[src/rtl/board_io_pkg.sv]
// Shared constants and elaboration helpers for the board front-panel controller.
package board_io_pkg;

  localparam logic [1:0] LED_OFF     = 2'd0;
  localparam logic [1:0] LED_DIRECT  = 2'd1;
  localparam logic [1:0] LED_HEART   = 2'd2;
  localparam logic [1:0] LED_STRETCH = 2'd3;

  // Returns at least 1 so that a counter declared with it is never zero-width.
  function automatic int clog2(input int value);
    int bits;
    int v;
    bits = 0;
    v    = value - 1;
    while (v > 0) begin
      bits = bits + 1;
      v    = v >>> 1;
    end
    if (bits < 1) bits = 1;
    return bits;
  endfunction

  function automatic int ms_to_cycles(input int hz, input int ms);
    return (hz / 1000) * ms;
  endfunction

endpackage

[src/rtl/key_debounce.sv]
// One push-button channel: 2-flop synchroniser, polarity normalisation,
// stable-time debounce and single-cycle press/release events.
module key_debounce
  import board_io_pkg::*;
#(
  parameter int DB_CYCLES  = 4,
  parameter bit ACTIVE_LOW = 1'b1
) (
  input  logic clk,
  input  logic rst_n,
  input  logic key_raw,
  output logic key_level,
  output logic key_press,
  output logic key_release
);

  localparam int              CNT_W    = clog2(DB_CYCLES + 1);
  localparam logic [CNT_W-1:0] CNT_LAST = CNT_W'(DB_CYCLES - 1);
  localparam logic            IDLE_RAW = ACTIVE_LOW;

  logic             sync_p0;
  logic             sync_p1;
  logic             key_now;
  logic             differ;
  logic             settle;
  logic [CNT_W-1:0] cnt;

  // Stage p0/p1: synchroniser preset to the idle pin level so reset release is quiet
  always_ff @(posedge clk or negedge rst_n) begin
    if (!rst_n) begin
      sync_p0 <= IDLE_RAW;
      sync_p1 <= IDLE_RAW;
    end else begin
      sync_p0 <= key_raw;
      sync_p1 <= sync_p0;
    end
  end

  assign key_now = sync_p1 ^ ACTIVE_LOW;
  assign differ  = (key_now != key_level);
  assign settle  = differ && (cnt == CNT_LAST);

  // Debounce stage: level flips on the DB_CYCLES-th consecutive differing cycle
  always_ff @(posedge clk or negedge rst_n) begin
    if (!rst_n) begin
      cnt         <= '0;
      key_level   <= 1'b0;
      key_press   <= 1'b0;
      key_release <= 1'b0;
    end else begin
      key_press   <= settle && !key_level;
      key_release <= settle && key_level;
      if (!differ || settle) begin
        cnt <= '0;
      end else begin
        cnt <= cnt + CNT_W'(1);
      end
      if (settle) begin
        key_level <= ~key_level;
      end
    end
  end

endmodule

[src/rtl/board_io_ctrl.sv]
// Board front-panel controller: debounced keys with press/release events,
// per-LED mode selection with pulse stretching, and the board heartbeat.
module board_io_ctrl
  import board_io_pkg::*;
#(
  parameter int N_KEYS         = 5,
  parameter int N_LEDS         = 5,
  parameter int CLK_HZ         = 50_000_000,
  parameter int DEBOUNCE_MS    = 20,
  parameter int STRETCH_MS     = 100,
  parameter int HB_BITS        = 26,
  parameter bit KEY_ACTIVE_LOW = 1'b1
) (
  input  logic                  sys_clk,
  input  logic                  sys_rst_n,
  input  logic [N_KEYS-1:0]     key_raw,
  output logic [N_KEYS-1:0]     key_level,
  output logic [N_KEYS-1:0]     key_press,
  output logic [N_KEYS-1:0]     key_release,
  input  logic [2*N_LEDS-1:0]   led_mode,
  input  logic [N_LEDS-1:0]     led_src,
  output logic [N_LEDS-1:0]     led,
  output logic                  heartbeat
);

  localparam int              DB_CYCLES = ms_to_cycles(CLK_HZ, DEBOUNCE_MS);
  localparam int              ST_CYCLES = ms_to_cycles(CLK_HZ, STRETCH_MS);
  localparam int              ST_W      = clog2(ST_CYCLES + 1);
  localparam logic [ST_W-1:0] ST_LOAD   = ST_W'(ST_CYCLES);

  if (DB_CYCLES < 1) begin : g_bad_debounce
    $error("board_io_ctrl: debounce time rounds to zero cycles");
  end
  if (ST_CYCLES < 1) begin : g_bad_stretch
    $error("board_io_ctrl: stretch time rounds to zero cycles");
  end

  for (genvar k = 0; k < N_KEYS; k++) begin : g_key
    key_debounce #(
      .DB_CYCLES  (DB_CYCLES),
      .ACTIVE_LOW (KEY_ACTIVE_LOW)
    ) u_key_debounce (
      .clk         (sys_clk),
      .rst_n       (sys_rst_n),
      .key_raw     (key_raw[k]),
      .key_level   (key_level[k]),
      .key_press   (key_press[k]),
      .key_release (key_release[k])
    );
  end

  logic [HB_BITS-1:0] hb_cnt;

  always_ff @(posedge sys_clk or negedge sys_rst_n) begin
    if (!sys_rst_n) begin
      hb_cnt <= '0;
    end else begin
      hb_cnt <= hb_cnt + HB_BITS'(1);
    end
  end

  assign heartbeat = hb_cnt[HB_BITS-1];

  logic [N_LEDS-1:0] src_prev;
  logic [N_LEDS-1:0] stretch_active;
  logic [N_LEDS-1:0] led_next;

  always_ff @(posedge sys_clk or negedge sys_rst_n) begin
    if (!sys_rst_n) begin
      src_prev <= '0;
    end else begin
      src_prev <= led_src;
    end
  end

  for (genvar i = 0; i < N_LEDS; i++) begin : g_led
    logic [ST_W-1:0] st_cnt;
    logic            led_sel;

    // Stretch timer runs in every mode so entering STRETCH shows the remaining time
    always_ff @(posedge sys_clk or negedge sys_rst_n) begin
      if (!sys_rst_n) begin
        st_cnt <= '0;
      end else if (led_src[i] && !src_prev[i]) begin
        st_cnt <= ST_LOAD;
      end else if (st_cnt != '0) begin
        st_cnt <= st_cnt - ST_W'(1);
      end
    end

    assign stretch_active[i] = (st_cnt != '0);

    always_comb begin
      led_sel = 1'b0;
      case (led_mode[2*i +: 2])
        LED_OFF:     led_sel = 1'b0;
        LED_DIRECT:  led_sel = led_src[i];
        LED_HEART:   led_sel = heartbeat;
        LED_STRETCH: led_sel = stretch_active[i];
        default:     led_sel = 1'b0;
      endcase
    end

    assign led_next[i] = led_sel;
  end

  // Output stage: single register keeps mode switches glitch-free
  always_ff @(posedge sys_clk or negedge sys_rst_n) begin
    if (!sys_rst_n) begin
      led <= '0;
    end else begin
      led <= led_next;
    end
  end

endmodule

[config.mk]
export PLATFORM = sky130hd
export DESIGN_NAME = board_io_ctrl
export DESIGN_NICKNAME = d
export VERILOG_FILES = /design/src/rtl/board_io_pkg.sv /design/src/rtl/key_debounce.sv /design/src/rtl/board_io_ctrl.sv
export SDC_FILE = /design/constraint.sdc
export NUM_CORES = 1
export LEC_CHECK = 0
export CAP_MARGIN = 20
export CORE_MARGIN = 4
export CORE_UTILIZATION = 45
export CTS_CLUSTER_SIZE = 30
export DETAILED_ROUTE_END_ITERATION = 10
export DONT_BUFFER_PORTS = 1
export RECOVER_POWER = 50
export SYNTH_ARGS = -nofsm -noshare
export SYNTH_HDL_FRONTEND = slang
export SYNTH_HIERARCHICAL = 1
export SYNTH_SLANG_ARGS = --single-unit
export TNS_END_PERCENT = 5
[constraint.sdc]
create_clock -name sys_clk -period 2.9 [get_ports sys_clk]
set_clock_uncertainty 0.05 [all_clocks]
set_input_delay 0.145 -clock sys_clk [delete_from_list [all_inputs] [get_ports sys_clk]]
set_output_delay 0.145 -clock sys_clk [all_outputs]
set_load 0.01 [all_outputs]
Word level (Yosys, flattened, before mapping)
Cells that the tools add are included.
Storage, ports and cells
  bits of input ports: 22
  output and inout bits: 21
  word-level logic and storage cells: 159
  flip-flop bits (word level): 276
Cells by class
  bitwise gates (word level): 10
  equal/unequal tests: 25
  add/sub/neg operators: 11
  reductions and logical operators: 55
  muxes and demuxes: 20
Operator list (count)
  two-way mux 23 bit: 10
  nonzero test 23 bit: 5
  subtractor 23 x 1 -> 23 bit (second input constant): 5
  adder 20 x 1 -> 20 bit (second input constant): 5
  equality test 20 bit (second input constant): 5
  two-way mux 20 bit: 5
  adder 26 x 1 -> 26 bit (second input constant): 1
  equality test 2 bit (second input constant): 10
  logical AND 1 bit: 20
  one-hot mux 1 bit (4 select lines): 5
  logical NOT 1 bit: 15
  equality test 2 x 1 -> 1 bit (second input constant): 5
  logical NOT 2 bit: 5
  NOT 1 bit: 10
  nonzero test 2 bit: 5
  logical OR 1 bit: 5
  != test 1 bit: 5

Longest topological paths before layout
  depth after elaboration: 5
  depth in mapped cells: 8
  gate-level depth less buffers: 7

Modules after synthesis
The synthesis kept the hierarchy.
By module, submodules not included
  board_io_ctrl: area an instance 7619.8 µm², sequential area each 3778.6 µm², cells each 783, instances 1
  key_debounce: area an instance 1183.6 µm², sequential area each 628.1 µm², cells each 115, instances 5

Worst setup path after synthesis
No wires, ideal clock.
  kind: register -> register
  start: register g_led[2].st_cnt[0]
  end: register g_led[2].st_cnt[11]
  period minus slack after synthesis: 2.435 ns
  library setup time: 0.136 ns
  buffers on the path: 0
  setup slack: 0.465 ns
  cell stages (with the launch flop): 8
  data required time: 2.714 ns
  data arrival time: 2.249 ns
  path through: dfrtp_1 inv_1 ha_1 nor4b_1 nand2_1 o211ai_1 nor3_1 or3b_2
Between the ends
  word-level cells in the longest chain between the ends: 3
  elaborated cells between the ends (all ways): 5
  classes of those cells: add/sub: 1; mux: 2; reduce/logical: 2
Ends and longest elaborated chain
  start, declared: RTL line board_io_ctrl.sv:77  | logic [ST_W-1:0] st_cnt;
  start signal, assigned: RTL line board_io_ctrl.sv:87  | st_cnt <= st_cnt - ST_W'(1);
  subtractor 23 x 1 -> 23 bit: RTL line board_io_ctrl.sv:87
  two-way mux 23 bit: RTL line board_io_ctrl.sv:86  | end else if (st_cnt != '0) begin
  two-way mux 23 bit: RTL line board_io_ctrl.sv:84  | end else if (led_src[i] && !src_prev[i]) begin
Parallel ways exist; a longest one is shown, timed or not. The select of a mux whose other input is x is not followed.
A chain may end at the register's enable or synchronous reset.

Worst setup path after layout
  start: register g_led[3].st_cnt[11]
  end: register led[3]
Between the ends
  word-level cells in the longest chain between the ends: 2
Ends and longest elaborated chain
  start, declared: RTL line board_io_ctrl.sv:77
  start signal, assigned: RTL line board_io_ctrl.sv:87
  nonzero test 23 bit: RTL line board_io_ctrl.sv:91  | assign stretch_active[i] = (st_cnt != '0);
  one-hot mux 1 bit (4 select lines): RTL line board_io_ctrl.sv:95  | case (led_mode[2*i +: 2])
  net g_led[3].led_sel: RTL line board_io_ctrl.sv:78  | logic led_sel;
  end signal, assigned: RTL line board_io_ctrl.sv:112  | led <= led_next;
  end, declared: RTL line board_io_ctrl.sv:22  | output logic [N_LEDS-1:0] led,
The timed path passes the listed nets, and every way through them passes these cells.

==> impl_metrics.ini <==
[status]
status = finished with violations
violations = negative hold slack

[place]
place_area_um2 = 13900
hpwl_mm = 16.0
gp_congestion = 0.766
io_buffer_count = 0

[route]
wl_met2_mm = 11.9
met1_length_mm = 12.6
antenna_left = 0
via_count = 9797
wl_per_cell_um = 14.3
drc_errors = 0
wl_met3_um = 792
routed.top_layer = met4
wirelength_mm = 25.9
dr.pass1.iters = 5
via_per_inst = 5.42
drt_first_iter_violations = 698

[setup_path]
cp-end-kind = register
path_class = reg2reg
required_ns = 3.23
crit_chain = or4_4 > or2_4 > nor3_1 > buf_4 > a21oi_1 > a31o_2 > dlygate4sd3_1
cp_top_family = simple AND/OR/NAND/NOR gates
cp.depth = 7
cpMaxStageDelayCell = or4_4
start_kind = register
reg2reg_depth = 7
cp.arrival_ns = 3.01
slowest_delay_ns = 0.59
critPathMaxFanout = 14
path_buf_inv = 2

[final_layout]
antennaDiodeCount = 0
mostFrequentLayoutCell = dfrtp_1
num-fill-cells = 2658
layout_common_cells = dfrtp_1, nor2_1, xnor2_1
area_growth_pct = 13.2
fin_util_pct = 51.7
drive_above_1_share_pct = 8.68
postLayoutCellArea_um2 = 15300
fin_nets = 1429

[power]
ir_worst_vdd_mv = 0.406
powerDensity_nw_per_um2 = 641
p_switching_mw = 2.42
combPwrFrac_pct = 10.1
pwr-share-seq_pct = 44.8
clockPowerShare_pct = 45.1
leakage_nw = 5.94
p_sw_share_pct = 24.7
p_int_mw = 7.40

[floorplan]
dieWidth_um = 181
start_util_pct = 45.7
die-area_um2 = 32900
row_count = 63
coreArea_um2 = 29600
die_h_um = 181
ios = 43

[sta]
slew_viol_final = 0
fmax_ghz = 0.373
hold_viol = 276
finalSetupViolations = 0
holdWs_ns = -0.685
tns_ns = 0
worstMarginPinSlew_ns = 0.707
slew_headroom_pct = 52.8
finalCriticalPeriod_ns = 2.68
min_period_over_period_pct = 92.5

[global_routing]
overflow = 0
grt_pass1_vias = 9612
track_usage_pct = 16.0
grt_antenna_before_repair = 0
grt_pass1_wl_mm = 46.0
grt_max_degree = 277

[yosys]
synth_edf_count = 0
synthCells = 1358
yosys_warnings = 6
ys_types = 63
synth.cell_area_um2 = 13500
ys_seq_area_share_pct = 51.1
synth_area_per_cell_um2 = 9.97
synth_nets = 1391
asyncSetResetFlopFracSynth_pct = 100
synthFlopType = dfrtp_1
synth-seq-cells = 276

[cts]
clkSlewWorstSetupHoldPaths_ns = 0.06
tritoncts = yes
cts.sinks = 276
clock_latency_ns = 0.50
ctsHtreeMaxLevel = 2
cts_buffers = 34
cts_buffer_depth = 3
hold_buffers = 20
cts-root-buf = clkbuf_16

[flow_run]
maxCapViolations = 0

[worst_hold_path]
min_path_type = in2async
==> state kept, by name, indices dropped and copies added, names as in the netlist <==
name                              count
g_key.u_key_debounce/key_release      5
g_led.st_cnt                        115
g_key.u_key_debounce/sync_p1          5
g_key.u_key_debounce/sync_p0          5
hb_cnt                               26
src_prev                              5
g_key.u_key_debounce/cnt            100
g_key.u_key_debounce/key_level        5
g_key.u_key_debounce/key_press        5
led                                   5
==> routing by layer <==
| layer | global-route usage (%) | vias to the layer above |
|---|---|---|
| met5 | 0 | - |
| met4 | 4.71 | 0 |
| met3 | 2.52 | 38 |
| met2 | 26.0 | 105 |
| met1 | 22.2 | 4740 |
| li1 | - | 4914 |
==> worst reg2reg max path, stage by stage (launching register included) <==
cell,delay (ns)
dfrtp_1,0.41
or4_4,0.59
or2_4,0.34
nor3_1,0.15
buf_4,0.17
a21oi_1,0.07
a31o_2,0.21
dlygate4sd3_1,0.57
==> kinds of logic (layout without fill, tap and decap cells) <==
logic type | Yosys count | after routing | share of synthesized area [%]
simple gates | 645 | 645 | 24.9
flops | 276 | 276 | 51.1
compound gates | 171 | 171 | 8.45
xor+xnor | 170 | 170 | 11.0
buf+inv | 76 | 135 | 2.83
fa+ha+maj | 11 | 11 | 1.02
mux | 9 | 9 | 0.665
==> cell type report <==
| class | count | area [µm²] | area share, % |
|---|---|---|---|
| timing repair buffer | 40 | 350 | 2.29 |
| tap | 390 | 488 | 3.18 |
| clock buffer | 43 | 946 | 6.17 |
| multi-input combinational | 1006 | 6250 | 40.8 |
| inverter | 38 | 143 | 0.931 |
| sequential | 276 | 6920 | 45.2 |
| clock inverter | 14 | 230 | 1.50 |
==> what timing repair did <==
item	in CTS	in global routing
endpoints found under the setup margin	0	2
resized for setup	0	4
buffers inserted	0	3
hold endpoints to repair	318	276
==> through the flow <==
stage / worst slack, ns / power [mW] / cells
finish: 0.218 / 9.82 / 1807
global route: -0.00743 / 10.3 / 1807
CTS: 0.0402 / 9.98 / 1804
detailed placement: 0.282 / 5.42 / 1727
global placement: 0.308 / 5.40 / 1727
floorplan: 0.465 / 5.20 / 1358
==> Yosys cell counts, drive strengths merged (3+ instances only) <==
| master | n | share of area (%) |
|---|---|---|
| a211oi | 8 | 0.44 |
| nand4 | 40 | 2.1 |
| nor2 | 205 | 5.7 |
| clkbuf | 16 | 0.44 |
| or2 | 13 | 0.60 |
| o211ai | 27 | 1.5 |
| or4 | 20 | 1.1 |
| ha | 11 | 1.0 |
| nor4 | 65 | 3.0 |
| and3b | 5 | 0.32 |
| o21a | 3 | 0.17 |
| dfstp | 10 | 1.9 |
| a31o | 3 | 0.19 |
| nand3 | 48 | 2.0 |
| o221ai | 10 | 0.65 |
| o41ai | 5 | 0.38 |
| mux2i | 9 | 0.67 |
| nand2b | 14 | 0.65 |
| nor3 | 63 | 2.4 |
| or4b | 3 | 0.25 |
| o31ai | 8 | 0.44 |
| buf | 22 | 1.3 |
| xor2 | 61 | 3.9 |
| nand2 | 90 | 2.5 |
| and3 | 20 | 0.92 |
| a21o | 4 | 0.22 |
| or3 | 26 | 1.4 |
| nand4b | 3 | 0.19 |
| o21ai | 58 | 2.3 |
| nor4b | 13 | 1.0 |
| o2111ai | 3 | 0.19 |
| o31a | 6 | 0.39 |
| xnor2 | 109 | 7.1 |
| dfrtp | 266 | 49 |
| a21oi | 26 | 0.96 |
| inv | 38 | 1.1 |
| nor2b | 8 | 0.37 |
| o311ai | 5 | 0.32 |
==> path summary, 6_finish.rpt <==
path | start | end | slack [ns]
min in group sys_clk | led_src[2] | g_led[2].st_cnt[21] | 0.03
worst min register to register | g_key[2].u_key_debounce/sync_p0 | g_key[2].u_key_debounce/sync_p1 | 0.30
worst min-delay path | sys_rst_n | g_led[4].st_cnt[4] | -0.68
worst max register to register | g_led[3].st_cnt[11] | led[3] | 0.22
worst max-delay path | g_led[3].st_cnt[11] | led[3] | 0.22
max in group asynchronous | sys_rst_n | g_led[2].st_cnt[19] | 2.94
==> power groups by stage <==
| stage | clock network [mW] | logic (mW) | registers [mW] |
|---|---|---|---|
| finish | 4.44 | 0.989 | 4.40 |
| global route | 4.73 | 1.14 | 4.44 |
| CTS | 4.59 | 0.998 | 4.39 |
| detailed placement | 0 | 0.959 | 4.46 |
| global placement | 0 | 0.939 | 4.46 |
| floorplan | 0 | 0.798 | 4.40 |
Note: power is estimated with default switching activity, not from simulation.
